**src/rtl/project_types.sv**
```systemverilog
// ============================================================================
// Module      : project_types (package)
// Description : Shared types for the instruction-fetch stage: PC and
//               instruction words, ROM chip-enable status, fetch FSM states,
//               and the redirect-target conditioning helper.
//               Optional feature macro: FETCH_ALIGN_CHECK_EN
// Revision    : 1.0 - initial release
// ============================================================================
`default_nettype none

package project_types;

  typedef logic [31:0] pc_t;
  typedef logic [31:0] inst_t;

  typedef enum logic [0:0] {
    CHIP_DISABLE = 1'b0,
    CHIP_ENABLE  = 1'b1
  } chip_status_t;

  typedef enum logic [0:0] {
    ST_IDLE = 1'b0,
    ST_RUN  = 1'b1
  } fetch_state_t;

  localparam pc_t c_PC_STEP = 32'd4;

  // Redirect/flush targets: passed through untouched when the alignment
  // check is built in (the fetch stage flags them), otherwise word-aligned.
  function automatic pc_t fetch_target(input pc_t t);
`ifdef FETCH_ALIGN_CHECK_EN
    return t;
`else
    return {t[31:2], 2'b00};
`endif
  endfunction

endpackage

`default_nettype wire

```
**src/rtl/pc_reg.sv**
```systemverilog
// ============================================================================
// Module      : pc_reg
// Description : Fetch FSM (IDLE/RUN), program counter and one-entry pending
//               redirect that remembers a branch requested during a stall.
//               Optional feature macro: FETCH_ALIGN_CHECK_EN (adds fetch_adel)
// Revision    : 1.0 - initial release
// ============================================================================
`default_nettype none

module pc_reg
  import project_types::*;
#(
  parameter pc_t RESET_PC = 32'h0000_0000
) (
  input  logic         clk,
  input  logic         rst,
  input  logic         stall,
  input  logic         flush,
  input  pc_t          flush_pc,
  input  logic         branch_taken,
  input  pc_t          branch_target,
  output chip_status_t rom_ce,
`ifdef FETCH_ALIGN_CHECK_EN
  output logic         fetch_adel,
`endif
  output pc_t          rom_pc
);

  fetch_state_t r_state;
  fetch_state_t w_state_next;
  pc_t          r_pc;
  pc_t          w_pc_next;
  logic         r_pend_vld;
  logic         w_pend_vld_next;
  pc_t          r_pend_pc;
  pc_t          w_pend_pc_next;

  // State register: FSM, PC and pending redirect; reset beats every other event.
  always_ff @(posedge clk) begin
    if (rst) begin
      r_state    <= ST_IDLE;
      r_pc       <= RESET_PC;
      r_pend_vld <= 1'b0;
      r_pend_pc  <= '0;
    end else begin
      r_state    <= w_state_next;
      r_pc       <= w_pc_next;
      r_pend_vld <= w_pend_vld_next;
      r_pend_pc  <= w_pend_pc_next;
    end
  end

  // Next-state logic: flush > stall (hold, latch branch) > pending > branch > +4.
  always_comb begin
    w_state_next    = r_state;
    w_pc_next       = r_pc;
    w_pend_vld_next = r_pend_vld;
    w_pend_pc_next  = r_pend_pc;
    case (r_state)
      ST_IDLE: begin
        // PC stays at RESET_PC on the leaving edge so it is the first fetch.
        w_state_next = ST_RUN;
      end
      ST_RUN: begin
        if (flush) begin
          w_pc_next       = fetch_target(flush_pc);
          w_pend_vld_next = 1'b0;
        end else if (stall) begin
          if (branch_taken) begin
            w_pend_vld_next = 1'b1;
            w_pend_pc_next  = fetch_target(branch_target);
          end
        end else if (r_pend_vld) begin
          w_pc_next       = r_pend_pc;
          w_pend_vld_next = 1'b0;
        end else if (branch_taken) begin
          w_pc_next = fetch_target(branch_target);
        end else begin
          // 32-bit add wraps FFFF_FFFC -> 0000_0000 naturally.
          w_pc_next = r_pc + c_PC_STEP;
        end
      end
      default: begin
        w_state_next = ST_IDLE;
      end
    endcase
  end

  // Output logic: ROM enabled only in RUN (and, when checked, on aligned PCs).
  always_comb begin
    rom_pc = r_pc;
`ifdef FETCH_ALIGN_CHECK_EN
    fetch_adel = (r_state == ST_RUN) && (r_pc[1:0] != 2'b00);
    rom_ce     = ((r_state == ST_RUN) && (r_pc[1:0] == 2'b00)) ? CHIP_ENABLE : CHIP_DISABLE;
`else
    rom_ce     = (r_state == ST_RUN) ? CHIP_ENABLE : CHIP_DISABLE;
`endif
  end

endmodule

`default_nettype wire

```
**src/rtl/inst_fetch.sv**
```systemverilog
// ============================================================================
// Module      : inst_fetch
// Description : Instruction fetch stage: PC generation (pc_reg) driving a
//               combinational instruction ROM, plus the IF/ID pipeline register.
//               Optional feature macro: FETCH_ALIGN_CHECK_EN (adds id_exc_adel)
// Revision    : 1.0 - initial release
// ============================================================================
`default_nettype none

module inst_fetch
  import project_types::*;
#(
  parameter pc_t RESET_PC = 32'h0000_0000
) (
  input  logic         clk,
  input  logic         rst,
  input  logic         stall,
  input  logic         flush,
  input  pc_t          flush_pc,
  input  logic         branch_taken,
  input  pc_t          branch_target,
  output chip_status_t rom_ce,
  output pc_t          rom_pc,
  input  inst_t        rom_inst,
  output pc_t          id_pc,
  output inst_t        id_inst,
`ifdef FETCH_ALIGN_CHECK_EN
  output logic         id_exc_adel,
`endif
  output logic         id_valid
);

`ifdef FETCH_ALIGN_CHECK_EN
  logic w_fetch_adel;
`endif

  pc_reg #(
    .RESET_PC (RESET_PC)
  ) u_pc_reg (
    .clk           (clk),
    .rst           (rst),
    .stall         (stall),
    .flush         (flush),
    .flush_pc      (flush_pc),
    .branch_taken  (branch_taken),
    .branch_target (branch_target),
    .rom_ce        (rom_ce),
`ifdef FETCH_ALIGN_CHECK_EN
    .fetch_adel    (w_fetch_adel),
`endif
    .rom_pc        (rom_pc)
  );

  // IF/ID register: flush squashes to a bubble, stall holds, else capture the fetch.
  always_ff @(posedge clk) begin
    if (rst || flush) begin
      id_pc       <= '0;
      id_inst     <= '0;
      id_valid    <= 1'b0;
`ifdef FETCH_ALIGN_CHECK_EN
      id_exc_adel <= 1'b0;
`endif
    end else if (!stall) begin
      id_pc       <= rom_pc;
`ifdef FETCH_ALIGN_CHECK_EN
      // A misaligned fetch travels on as a valid slot carrying the exception.
      id_inst     <= w_fetch_adel ? '0 : rom_inst;
      id_valid    <= (rom_ce == CHIP_ENABLE) || w_fetch_adel;
      id_exc_adel <= w_fetch_adel;
`else
      id_inst     <= rom_inst;
      id_valid    <= (rom_ce == CHIP_ENABLE);
`endif
    end
  end

endmodule

`default_nettype wire

```
**config.mk**
```make
export PLATFORM = sky130hd
export DESIGN_NAME = inst_fetch
export DESIGN_NICKNAME = d
export VERILOG_FILES = /design/src/rtl/project_types.sv /design/src/rtl/pc_reg.sv /design/src/rtl/inst_fetch.sv
export SDC_FILE = /design/constraint.sdc
export NUM_CORES = 1
export LEC_CHECK = 0
export CAP_MARGIN = 20
export CORE_MARGIN = 10
export CORE_UTILIZATION = 45
export CTS_CLUSTER_DIAMETER = 80
export DETAILED_ROUTE_END_ITERATION = 8
export PLACE_DENSITY_LB_ADDON = 0.15
export SYNTH_ARGS = -nofsm -noshare
export SYNTH_HDL_FRONTEND = slang
export SYNTH_HIERARCHICAL = 1
export SYNTH_SLANG_ARGS = --single-unit
```
**constraint.sdc**
```tcl
create_clock -name clk -period 3.7 [get_ports clk]
set_clock_uncertainty 0.2 [all_clocks]
set_input_delay 0.37 -clock clk [delete_from_list [all_inputs] [get_ports clk]]
set_output_delay 0.37 -clock clk [all_outputs]
set_load 0.05 [all_outputs]
```
==> results.cfg <==
[setup_path]
crit_arrival_ps = 2700
cp-start-kind = flip-flop
criticalPathCategory = reg2reg
rr_endpoint = u_pc_reg/rom_pc[25]
slowest_delay_ps = 660
crit_chain = and4_1 -> nor4b_4 -> nand3_1 -> and4_1 -> or3_1
cp.required_ps = 3800
cp_common_cell = and4_1
worstReg2RegStart = u_pc_reg/rom_pc[4]
critPathCaptureType = flip-flop
slowest_stage = nor4b_4
worst-path-max-fanout = 11
reg2reg_slack_ps = 1090
reg2reg_depth = 5

[detailed_routing]
ant_nets = 0
drtIter0Drc = 581
finalWirelength_mm = 20.2
drc = 0
viasPerCell = 5.54
routedWlPerCell_um = 18.4
firstDrtPassIters = 6
vias = 6066

[logic_synthesis]
synth_edf_count = 0
syn_avg_cell_area_um2 = 8.39
ys_seq_elements = 127
yosys.area.top_type = dfxtp_1
yosysUniqueCellTypes = 69
synth_top_area_share = 0.412
yosys_warnings = 6
netlist_instances = 736
async_reset_ff_frac = 0
syn_area_um2 = 6180
synthFlopType = dfxtp_1
ys_top_cells_by_area = dfxtp_1 41%, mux2i_1 11%, nand2_1 6.6%, nor2_1 5.2%, a21oi_1 4.3%
ys_seq_area_frac = 0.412
synth.most_common_cell = dfxtp_1
synth_commonest_cells = 127 x dfxtp_1, 109 x nand2_1, 86 x nor2_1

[clock_tree]
cts_tree = yes
cts_setup_buffers = 0
root_buffer = clkbuf_16
cts_buffers = 17
clk_path_buf_depth = 2
cts_resized = 0
cts.clk_slew.worst_paths_ps = 60
hold_buffers = 0
htreeDepth = 4
clock-sinks = 127
insertion_delay_ps = 410

[layout]
drive_above_1_share = 0.0598
fin_nets = 1010
final_cell_count_no_fill = 1095
fillCellCount = 1137
antenna_cells = 0
syn2layout_area_growth_pct = 40.9

[die]
ios = 199
dieArea_um2 = 18800
core_region_area_um2 = 13300
die_w_um = 137
die_h_um = 137
num_rows = 42
initial_core_util = 0.463

[global_route]
grtUsageTotal = 0.204
antenna_found_initial = 0
grt.overflow.total = 0
grt_pass1_vias = 5760
grt_max_degree = 59
grt_pass1_wl_mm = 30.4

[hold_path]
holdPathStages = 3
hp-class = in2reg
holdPathEnd = id_pc[7]
holdCritStartpoint = stall

[placement]
dp.cells = 1065
dp_hpwl_mm = 14.8
place.gp.congestion = 0.856
numPortBuffers = 192

[sta]
setup_violations = 0
relSlewSlack = 0.339
rsz0062_at_grt = no
period_needed_ps = 2610
maxSlewViolCount = 0
hold_viol = 0
fin_tns_setup_ps = 0
worst_pin_slew_ps = 992
fmax_ghz = 0.383
fin_crit_sh = 0.705
whs_ps = 185

[pwr]
leakagePower_nw = 3.39
p_per_area_nw_per_um2 = 436
ir_drop_mv = 0.286
power_mw = 3.80

[status]
outcome = complete, no violations

[flow_run]
max_cap_viol_count = 0
==> logic make-up after synthesis <==
kind of cell	share of synthesized area
XOR/XNOR	0.00425
adder cells (fa/ha/maj)	0.00202
flip-flops	0.412
AND/OR/NAND/NOR	0.226
multiplexers	0.109
other	0.000607
buffers and inverters	0.0682
AO/OA/AOI/OAI	0.179
==> through the flow <==
step	utilization	setup WS (ps)	cell area [µm²]
2_1_floorplan	-	1200	6180
3_3_place_gp	0.608	958	8110
3_5_place_dp	0.608	914	8110
4_1_cts	0.652	1120	8710
5_1_grt	0.652	988	8710
6_report	0.652	1090	8710
==> flip-flops by register name (all words and copies together), names as in the netlist <==
signal / cells
id_pc: 32
u_pc_reg/r_pend_vld: 1
u_pc_reg/rom_pc: 30
u_pc_reg/r_pend_pc: 30
id_valid: 1
id_inst: 32
u_pc_reg/r_state: 1
==> layout by cell type, fill, tap and decap left out, types with 7 or more instances in the layout <==
master and count:
o211ai_1 7, buf_4 12, a21o_1 7, o31ai_1 9, nor2b_1 15, clkbuf_16 17
nand3_1 20, dfxtp_1 127, a221oi_1 17, clkdlybuf4s50_1 190, nor3_1 13, o21ai_0 17
a21oi_1 52, o21ai_1 11, inv_1 29, nor3b_1 7, nand2_1 109, nor2_1 86
mux2i_1 67
==> where the power goes <==
part / total, mW / switching, mW / internal (mW)
Clock: 1.67 / 0.579 / 1.09
Sequential: 1.49 / 0.0676 / 1.42
Combinational: 0.639 / 0.374 / 0.266
Total: 3.80 / 1.02 / 2.78
==> critical path: cells and delay by family, from the launching register on <==
kind | cells | cell delay, ps
simple gates | 5 | 1820
flops | 1 | 470
==> layer usage <==
metal	routed length, µm	GRT usage	share of wire	up-vias
li1	-	-	-	2929
met1	8530	0.250	0.42	2800
met2	9330	0.332	0.46	302
met3	1890	0.0579	0.094	35
met4	421	0.0808	0.021	0
met5	0	0	0	-
==> how the worst max path moves through the flow <==
stage / start / end / slack (ps) / cells after the start
after detailed placement: rst / u_pc_reg/rom_pc[14] / 910 / 6
after floorplan: u_pc_reg/rom_pc[2] / u_pc_reg/rom_pc[20] / 1200 / 6
after CTS: u_pc_reg/rom_pc[4] / u_pc_reg/rom_pc[25] / 1120 / 5
final: u_pc_reg/rom_pc[4] / u_pc_reg/rom_pc[25] / 1090 / 5
after global placement: rst / u_pc_reg/rom_pc[14] / 960 / 6
after global routing: u_pc_reg/rom_pc[4] / u_pc_reg/rom_pc[25] / 990 / 5
==> final cells by class <==
type	instances	area (µm²)	share of cell area
Multi-Input combinational cell	528	3220	0.370
Clock inverter	4	75.1	0.00862
Sequential cell	127	2540	0.292
Inverter	30	113	0.0129
Timing Repair Buffer	204	2020	0.232
Clock buffer	26	519	0.0596
Tap cell	176	220	0.0253
Power figures use the tool's default switching activity.
